## config.mk

```make
export PLATFORM = sky130hd
export DESIGN_NAME = uxa_ps2_rx_fifo
export DESIGN_NICKNAME = d
export VERILOG_FILES = /design/src/rtl/uxa_ps2_pkg.sv /design/src/rtl/uxa_ps2_fifo.sv /design/src/rtl/uxa_ps2_rx_fifo.sv
export SDC_FILE = /design/constraint.sdc
export NUM_CORES = 1
export LEC_CHECK = 0
export ABC_AREA = 1
export CAP_MARGIN = 20
export CORE_UTILIZATION = 33
export CTS_CLUSTER_SIZE = 30
export DETAILED_ROUTE_END_ITERATION = 8
export HOLD_SLACK_MARGIN = 0.12
export PLACE_DENSITY = 0.51
export SLEW_MARGIN = 20
export SYNTH_ARGS = -nofsm -noshare
export SYNTH_HDL_FRONTEND = slang
export SYNTH_HIERARCHICAL = 1
export SYNTH_SLANG_ARGS = --single-unit
```

## constraint.sdc

```tcl
create_clock -name sys_clk_i -period 4.4 [get_ports sys_clk_i]
set_clock_uncertainty 0.1 [all_clocks]
set_input_delay 0.44 -clock sys_clk_i [delete_from_list [all_inputs] [get_ports sys_clk_i]]
set_output_delay 0.44 -clock sys_clk_i [all_outputs]
set_load 0.02 [all_outputs]
```

## src/rtl/uxa_ps2_pkg.sv

```systemverilog
// Shared types and constants for the UXA PS/2 receive path.
package uxa_ps2_pkg;

  localparam int PS2_DATA_W     = 8;
  localparam int PS2_FRAME_BITS = 11;

  typedef enum logic [1:0] {
    IDLE,
    DATA,
    PARITY,
    STOP
  } ps2_state_t;

  // Odd parity holds when data plus parity bit carry an odd number of ones.
  function automatic logic odd_weight(input logic [PS2_DATA_W:0] v);
    return ^v;
  endfunction

endpackage

```

## src/rtl/uxa_ps2_fifo.sv

```systemverilog
// Small FWFT FIFO with registered head, 1-cycle push/pop; push is refused when full
// unless a pop frees the slot in the same cycle.
module uxa_ps2_fifo #(
  parameter int DEPTH = 8,
  parameter int WIDTH = 8
) (
  input  logic                     clk,
  input  logic                     rst_n,
  input  logic                     push,
  input  logic [WIDTH-1:0]         push_dat,
  input  logic                     pop,
  output logic [WIDTH-1:0]         dat,
  output logic                     full,
  output logic                     empty,
  output logic [$clog2(DEPTH):0]   level
);

  localparam int AW = $clog2(DEPTH);

  logic [WIDTH-1:0] mem [DEPTH];
  logic [AW-1:0]    wr_ptr;
  logic [AW-1:0]    rd_ptr;
  logic [AW-1:0]    rd_nxt;
  logic [AW:0]      cnt;
  logic [WIDTH-1:0] head;
  logic             push_ok;
  logic             pop_ok;

  assign full    = (cnt == (AW+1)'(DEPTH));
  assign empty   = (cnt == '0);
  assign pop_ok  = pop && !empty;
  assign push_ok = push && (!full || pop_ok);
  assign rd_nxt  = rd_ptr + AW'(1);
  assign level   = cnt;
  assign dat     = head;

  always_ff @(posedge clk) begin
    if (push_ok) mem[wr_ptr] <= push_dat;
  end

  always_ff @(posedge clk or negedge rst_n) begin
    if (!rst_n) begin
      wr_ptr <= '0;
      rd_ptr <= '0;
      cnt    <= '0;
      head   <= '0;
    end else begin
      if (push_ok) wr_ptr <= wr_ptr + AW'(1);
      if (pop_ok)  rd_ptr <= rd_nxt;
      case ({push_ok, pop_ok})
        2'b10:   cnt <= cnt + (AW+1)'(1);
        2'b01:   cnt <= cnt - (AW+1)'(1);
        default: cnt <= cnt;
      endcase
      // Head is reloaded from the next slot, or bypassed from the write when that slot is the one arriving.
      if (pop_ok) begin
        if (cnt > (AW+1)'(1)) head <= mem[rd_nxt];
        else if (push_ok)     head <= push_dat;
      end else if (push_ok && empty) begin
        head <= push_dat;
      end
    end
  end

endmodule

```

## src/rtl/uxa_ps2_rx_fifo.sv

```systemverilog
// PS/2 frame receiver into a FIFO; byte pushed one cycle after the stop-bit edge is seen, SYNC_STAGES+1 cycles input latency.
// Valid/ready toward the host; a good frame with the FIFO full is dropped and sets overflow. Parity check: UXA_PS2_PARITY_CHECK_EN.
module uxa_ps2_rx_fifo
  import uxa_ps2_pkg::*;
#(
  parameter int DEPTH       = 8,
  parameter int SYNC_STAGES = 2,
  parameter int TIMEOUT_CYC = 2500
) (
  input  logic                    sys_clk_i,
  input  logic                    reset_ni,
  input  logic                    ps2_c_i,
  input  logic                    ps2_d_i,
  output logic [PS2_DATA_W-1:0]   d_o,
  output logic                    valid_o,
  input  logic                    ready_i,
  output logic                    frame_err_o,
  output logic                    overflow_o,
  input  logic                    clr_ovf_i,
  output logic [$clog2(DEPTH):0]  level_o
);

`ifdef UXA_PS2_PARITY_CHECK_EN
  localparam bit PAR_EN = 1'b1;
`else
  localparam bit PAR_EN = 1'b0;
`endif

  localparam int TW = $clog2(TIMEOUT_CYC + 1);

  logic [SYNC_STAGES-1:0] c_sync;
  logic [SYNC_STAGES-1:0] d_sync;
  logic                   c_prev;
  logic                   fall;
  logic                   bit_val;

  ps2_state_t             state_q, state_d;
  logic [2:0]             bit_cnt_q, bit_cnt_d;
  logic [PS2_DATA_W-1:0]  shift_q, shift_d;
  logic                   par_q, par_d;
  logic [TW-1:0]          to_cnt_q;
  logic                   timeout;
  logic                   frame_good;
  logic                   frame_bad;

  logic                   push;
  logic                   pop;
  logic                   full;
  logic                   empty;

  assign fall    = c_prev && !c_sync[SYNC_STAGES-1];
  assign bit_val = d_sync[SYNC_STAGES-1];
  assign timeout = (state_q != IDLE) && !fall && (to_cnt_q == TW'(TIMEOUT_CYC - 1));

  always_ff @(posedge sys_clk_i or negedge reset_ni) begin
    if (!reset_ni) begin
      c_sync <= '1;
      d_sync <= '1;
      c_prev <= 1'b1;
    end else begin
      c_sync <= {c_sync[SYNC_STAGES-2:0], ps2_c_i};
      d_sync <= {d_sync[SYNC_STAGES-2:0], ps2_d_i};
      c_prev <= c_sync[SYNC_STAGES-1];
    end
  end

  always_comb begin
    state_d    = state_q;
    bit_cnt_d  = bit_cnt_q;
    shift_d    = shift_q;
    par_d      = par_q;
    frame_good = 1'b0;
    frame_bad  = 1'b0;
    if (timeout) begin
      state_d = IDLE;
    end else if (fall) begin
      case (state_q)
        IDLE: begin
          if (!bit_val) begin
            state_d   = DATA;
            bit_cnt_d = 3'd0;
          end else begin
            frame_bad = 1'b1;
          end
        end
        DATA: begin
          shift_d   = {bit_val, shift_q[PS2_DATA_W-1:1]};
          bit_cnt_d = bit_cnt_q + 3'd1;
          if (bit_cnt_q == 3'd7) state_d = PARITY;
        end
        PARITY: begin
          par_d   = bit_val;
          state_d = STOP;
        end
        STOP: begin
          if (bit_val && (!PAR_EN || odd_weight({par_q, shift_q}))) frame_good = 1'b1;
          else                                                     frame_bad  = 1'b1;
          state_d = IDLE;
        end
        default: state_d = IDLE;
      endcase
    end
  end

  always_ff @(posedge sys_clk_i or negedge reset_ni) begin
    if (!reset_ni) begin
      state_q     <= IDLE;
      bit_cnt_q   <= '0;
      shift_q     <= '0;
      par_q       <= 1'b0;
      to_cnt_q    <= '0;
      frame_err_o <= 1'b0;
      overflow_o  <= 1'b0;
    end else begin
      state_q     <= state_d;
      bit_cnt_q   <= bit_cnt_d;
      shift_q     <= shift_d;
      par_q       <= par_d;
      frame_err_o <= frame_bad;
      if (fall || state_q == IDLE) to_cnt_q <= '0;
      else                         to_cnt_q <= to_cnt_q + TW'(1);
      // Clearing wins over a same-cycle drop.
      if (clr_ovf_i)                      overflow_o <= 1'b0;
      else if (frame_good && full && !pop) overflow_o <= 1'b1;
    end
  end

  assign push    = frame_good;
  assign pop     = valid_o && ready_i;
  assign valid_o = !empty;

  uxa_ps2_fifo #(
    .DEPTH (DEPTH),
    .WIDTH (PS2_DATA_W)
  ) u_fifo (
    .clk      (sys_clk_i),
    .rst_n    (reset_ni),
    .push     (push),
    .push_dat (shift_q),
    .pop      (pop),
    .dat      (d_o),
    .full     (full),
    .empty    (empty),
    .level    (level_o)
  );

endmodule

```

==> summary.md, run 1 <==
| Metric | Value |
|---|---|
| # hold bufs at CTS | 1 |
| Max-cap viol count | 0 |
| Die area | 0.0166 mm2 |
| P_leak | 0.00289 uW |
| Core Area | 0.0158 mm2 |
| Final slew viol count | 0 |
| Layout fillers | 1,520 |
| Status | completed |
| Post_cts resized | 0 |
| Row count | 46 |
| Switching share of power | 37.5% |
| Clk sinks | 114 |
| Setup crit end kind | register |
| PnR worst setup slack | 1.64 ns |
| Chip height | 129 um |
| Final period utilization | 62.8% |
| Seq pwr share | 36.1% |
| Warnings, synthesis | 6 |
| Post-Syn Area | 0.00532 mm2 |
| Post-DR wirelength/cell | 14.0 um |
| Vias in the first global route | 3,582 |
| Post-synth net total | 582 |
| Minimum clock period after layout | 2.76 ns |
| Worst Setup Start Kind | register |
| # Post-CTS Setup Buffers | 0 |
| Vias | 3,683 |
| RSZ-0062 raised after global routing | false |
| Post-synthesis sequential element count | 114 |
| Syn Area/Cell | 9.44 um2 |
| Normalized max-slew margin | 34.4% |
| DR pass1 iterations | 4 |
| Post-route ant nets | 0 |
| Setup CP Type | register to register |
| Worst Max-Slew Pin Slew | 0.983 ns |
| Final setup vio count | 0 |
| PD cells | 676 mW/mm2 |
| Pint | 2670 uW |
| Post-route DRC | 0 |
| Area of the multi-input gates | 0.00172 mm2 |
| Post-synth top area cell | edfxtp_1 |
| Post-synth top area share | 36.2% |
| Post-layout nets | 612 |
| Max Fclk | 362 MHz |
| Worst-path clk slew | 0.05 ns |
| Starting Density | 33.6% |
| Cells after synthesis | 563 |
| First-pass GRT wire length | 18,900 um |
| Hold Vio Cnt, Final | 0 |
| Ports | 21 |
| Worst Path Max Fanout | 8 |
| Net Sw Power | 1600 uW |
| Setup TNS | 0 ns |
| CP Data Arrival Time | 2.70 ns |
| Port-buffer cells | 20 |
| Worst skew pair latency | 0.41 ns |
| GRT Total Usage | 15.5% |
| CTS Buffer Depth | 2 |
| Total Routed Length | 11,500 um |
| Die Wd | 129 um |
| Hold WC Path Type | register to register |
| Sequential fraction of the synthesis area | 59.8% |
| Clock root buffer | clkbuf_16 |
| Num CTS Buffers | 17 |
| Layout area overhead | 18.8% |
| Largest net degree at the start of global routing | 51 |
| Via density | 4.48 |
| Iter 0 DRT Violations | 259 |
| H-tree levels | 4 |
| Initial antenna violation count | 0 |
| Reg2Reg Setup Slack | 1.64 ns |
| DPL Wire Length | 7720 um |
| Post-layout util | 39.9% |
| CTS tree | built |
| Register Area | 0.00318 mm2 |
| Clock share of power | 30.9% |
| Logic gate share of total power | 32.9% |
| Ratio of cells with drive above 1 in the final layout | 10.1% |
| GR Overflow Total | 0 |
| Cell variety after synth | 36 |
| Worst slack, placed | 1.62 ns |
| Ant. Diodes | 0 |
| Synth area leaders | edfxtp_1 (36%), dfrtp_1 (21%), nand2_1 (11%), inv_1 (6.4%), nand3_1 (5.0%) |
| Worst EP required | 4.34 ns |
| Peak supply drop | 319 uV |
| RePlAce Congestion | 0.814 |
==> metrics by stage <==
step                cell area (um2)  total power [uW]  instances  hold slack, ns
finish                         6310              4260        822           0.255
global route                   6310              4530        822           0.261
floorplan                      5320              2480        563          0.0444
CTS                            6310              4300        822           0.255
global placement               5730              2940        789           0.247
detailed placement             5730              2960        789           0.247
==> kinds of logic after synthesis <==
kind of cell / count (synthesis) / synth area share [%]
buffers and inverters: 106 / 7.91
DFF: 114 / 59.8
xor gates and xnor gates: 11 / 1.81
and+or+nand+nor: 276 / 22.9
AOI/OAI and AO/OA: 43 / 4.52
adders and majority gates: 13 / 3.06
==> final timing paths <==
path                       cells past startpoint               end       startpoint
max in group asynchronous                      3     u_fifo/dat[5]         reset_ni
min in group asynchronous                      3       to_cnt_q[0]         reset_ni
max reg2reg                                   11  u_fifo/mem[7][2]  u_fifo/level[0]
min reg2reg                                    0         d_sync[1]        d_sync[0]
max                                           11  u_fifo/mem[7][2]  u_fifo/level[0]
min                                            0         d_sync[1]        d_sync[0]
==> critical path: stages (launching register included) <==
cell and delay, ns:
dfrtp_1 0.45, inv_1 0.09, ha_1 0.28, nand2_2 0.15, inv_1 0.05, inv_1 0.07, nand2_1 0.07, inv_1 0.17
o21ai_2 0.12, inv_1 0.13, nand2_1 0.15, nor2_1 0.57
==> per-layer routing <==
layer	GRT usage, %	share of wire (%)	vias up
met5	0	0	-
met4	5.88	1.8	0
met3	4.95	4.2	18
met2	24.5	46	83
met1	19.9	48	1728
li1	-	-	1854
==> synth_stat cells (all sizes together) <==
cell,n
nand2,160
inv,92
edfxtp,64
nand3,57
nor2,52
dfrtp,45
a21oi,22
o21ai,16
ha,13
buf,9
xor2,8
dfstp,5
clkbuf,3
nand4,3
xnor2,3
clkinv,2
or2,2
a31oi,1
and3,1
nor3,1
o211ai,1
o21a,1
o21bai,1
o22ai,1
==> power groups by stage <==
stage               combinational (uW)  sequential, uW  clock, uW
detailed placement                1400            1570          0
finish                            1400            1540       1320
CTS                               1410            1550       1350
floorplan                          938            1540          0
global route                      1560            1570       1400
global placement                  1380            1560          0
==> final cells by class <==
| type | count | share of cell area, % |
|---|---|---|
| clock buffer | 23 | 7.93 |
| clock inverter | 9 | 1.17 |
| inverter | 94 | 5.59 |
| multi-input combinational | 343 | 27.2 |
| sequential | 114 | 50.4 |
| tap | 216 | 4.28 |
| timing repair buffer | 23 | 3.49 |
==> cells in the final DEF, fill, tap and decap left out, types with 14 or more instances in the layout <==
master           instances
dfrtp_1                 45
edfxtp_1                64
o21ai_0                 14
nand3_1                 53
inv_1                   91
clkdlybuf4s50_1         19
clkbuf_16               19
nor2_1                  47
a21oi_1                 21
nand2_1                151
==> flip-flops by register name (all words and copies together), names as in the netlist <==
name	cells
u_fifo/mem	64
to_cnt_q	12
shift_q	8
u_fifo/dat	8
u_fifo/level	4
bit_cnt_q	3
u_fifo/rd_ptr	3
u_fifo/wr_ptr	3
c_sync	2
d_sync	2
state_q	2
c_prev	1
frame_err_o	1
overflow_o	1
Note: power is estimated with default switching activity, not from simulation.
==> run 2: changes to the inputs <==
- clock period: 4.4 -> 2.6 ns (I/O delays scaled with it)
==> run 2 against run 1 <==
  * Clock power is 64% higher
  * Worst hold slack worse by 0.096 ns
  * Clock-buffer cell count is 3 lower
  * Sequential cell count stayed put
  * Worst setup slack worse by 1.4 ns
  * Power is 68% higher
  * Non-clock buffer count is 10 higher
==> summary.md, run 2 (synthesis gave the netlist of run 1 again) <==
| Metric | Value |
|---|---|
| Post-route DRC | 0 |
| Vias in the first global route | 3,688 |
| Starting Density | 33.6% |
| Clock root buffer | clkbuf_16 |
| Register Area | 0.00318 mm2 |
| CTS tree | built |
| Worst Max-Slew Pin Slew | 0.989 ns |
| Post-route ant nets | 0 |
| Worst slack, placed | 0.196 ns |
| Hold Vio Cnt, Final | 0 |
| Initial antenna violation count | 0 |
| Pint | 4480 uW |
| P_leak | 0.00292 uW |
| Minimum clock period after layout | 2.41 ns |
| Die area | 0.0166 mm2 |
| CP max-delay cell | clkdlybuf4s50_1 |
| Chip height | 129 um |
| Final slew viol count | 0 |
| Die Wd | 129 um |
| GR Overflow Total | 0 |
| Critical path, cell by cell | inv_1 -> ha_1 -> nand2_2 -> inv_1 -> inv_1 -> clkdlybuf4s50_1 |
| Vias | 3,719 |
| Final setup vio count | 0 |
| Cell count of the worst reg-to-reg path | 12 |
| Worst Hold Path EP | c_sync[0] |
| Area of the multi-input gates | 0.00172 mm2 |
| Post-layout util | 40.2% |
| Ant. Diodes | 0 |
| Commonest non-fill, non-tap cells in the layout | nand2_1 (151), inv_1 (91), edfxtp_1 (64) |
| Peak supply drop | 486 uV |
| Post-layout nets | 622 |
| GRT Total Usage | 15.5% |
| Reg2Reg Setup Slack | 0.25 ns |
| Max-cap viol count | 0 |
| Iter 0 DRT Violations | 376 |
| DR pass1 iterations | 4 |
| Worst skew pair latency | 0.41 ns |
| Worst r2r src | u_fifo/level[1] |
| Row count | 46 |
| CTS Buffer Depth | 2 |
| Worst-path clk slew | 0.05 ns |
| Worst Path Max Fanout | 5 |
| RePlAce Congestion | 0.837 |
| PnR worst setup slack | 0.188 ns |
| CP Data Arrival Time | 2.05 ns |
| Hold WC Path Type | input port to register |
| Worst EP required | 2.24 ns |
| Ratio of cells with drive above 1 in the final layout | 11.4% |
| Biggest register | u_fifo/mem |
| Port-buffer cells | 20 |
| Switching share of power | 37.5% |
| Logic gate share of total power | 33.3% |
| Hold Path Depth | 1 |
| Largest net degree at the start of global routing | 51 |
| Layout fillers | 1,540 |
| Most common cell after layout, fill and taps aside | nand2_1 |
| Ports | 21 |
| # Post-CTS Setup Buffers | 0 |
| Worst Setup Start Kind | register |
| Max Fclk | 415 MHz |
| Clock share of power | 30.3% |
| Seq pwr share | 36.4% |
| Max FFs per register | 64 |
| Setup TNS | 0 ns |
| RR Endpoint | u_fifo/mem[1][2] |
| RSZ-0062 raised after global routing | false |
| Net Sw Power | 2690 uW |
| Hold wc startpoint | ps2_c_i |
| Setup CP Type | register to output pin |
| Core Area | 0.0158 mm2 |
| PD cells | 1130 mW/mm2 |
| Top flop regs | u_fifo/mem (64), to_cnt_q (12) |
| Num CTS Buffers | 17 |
| Layout area overhead | 19.8% |
| Normalized max-slew margin | 34.0% |
| Total Routed Length | 11,700 um |
| H-tree levels | 4 |
| Clk sinks | 114 |
| DPL Wire Length | 7750 um |
| Crit path top cell by count | inv_1 |
| Post-DR wirelength/cell | 14.0 um |
| First-pass GRT wire length | 19,100 um |
| Via density | 4.47 |
| Setup crit end kind | output pin |
| Crit-path max cell delay | 0.61 ns |
| Status | completed |
| Final period utilization | 92.8% |
run 2: cell count changes in the layout (fill, tap and decap cells not counted), sizes merged:
cell	delta
clkbuf	-3
buf	+10
clkinvlp	+2
clkinv	+3
bufinv	+1
inv	-3
run 2: worst max path at each step:
| stage | start | endpoint | slack [ns] | depth (start not counted) |
|---|---|---|---|---|
| floorplan | u_fifo/level[0] | u_fifo/mem[4][0] | -0.04 | 10 |
| global placement | u_fifo/level[0] | u_fifo/mem[1][0] | 0.27 | 12 |
| detailed placement | u_fifo/level[0] | u_fifo/mem[1][0] | 0.20 | 12 |
| CTS | u_fifo/level[0] | valid_o | 0.11 | 6 |
| global route | u_fifo/level[1] | u_fifo/mem[3][7] | 0.03 | 12 |
| finish | u_fifo/level[1] | valid_o | 0.19 | 6 |
run 2: through the flow:
| step | power (uW) | instance area, um2 | hold WS, ns | instances |
|---|---|---|---|---|
| 3_3_place_gp | 5010 | 5800 | 0.246 | 799 |
| 5_1_grt | 7650 | 6370 | 0.150 | 832 |
| 2_1_floorplan | 4190 | 5320 | -0.136 | 563 |
| 4_1_cts | 7230 | 6370 | 0.135 | 832 |
| 6_report | 7170 | 6370 | 0.159 | 832 |
| 3_5_place_dp | 5020 | 5800 | 0.247 | 799 |
run 2: repair_timing:
item	in CTS	in global routing
gates resized for setup	0	1
hold buffers	1	0
endpoints found under the setup margin	0	44
endpoints found under the hold margin	45	0
run 2: layer usage:
metal | vias to the layer above | track usage, % | routed length [um]
met5 | - | 0 | 0
met4 | 0 | 5.26 | 108
met3 | 8 | 4.16 | 395
met2 | 61 | 25.2 | 5560
met1 | 1782 | 20.1 | 5610
li1 | 1868 | - | -
run 2: power by group through the flow:
stage	registers, uW	logic [uW]	clock network [uW]
floorplan	2610	1590	0
global placement	2650	2360	0
detailed placement	2650	2370	0
CTS	2620	2380	2230
global route	2660	2680	2310
finish	2610	2390	2170
run 2: final cells by class:
class / instances / share of cell area [%]
multi-input cells: 343 / 26.9
flip-flops and latches: 114 / 50.0
inverters: 94 / 5.54
clock buffers: 20 / 6.86
repair buffers: 33 / 4.64
clock inverters: 12 / 1.83
well taps: 216 / 4.24
run 2: worst max-delay path, delay by kind of cell (launching register included):
family	cells	cell delay (ns)
fa+ha+maj	1	0.26
buf+inv	4	0.83
flops	1	0.41
simple gates	1	0.14
==> run 3: changes to the inputs <==
- TNS_END_PERCENT: default -> 1
==> results of run 3 <==
Same layout as run 2: the final DEF is identical, and so are final timing and power.
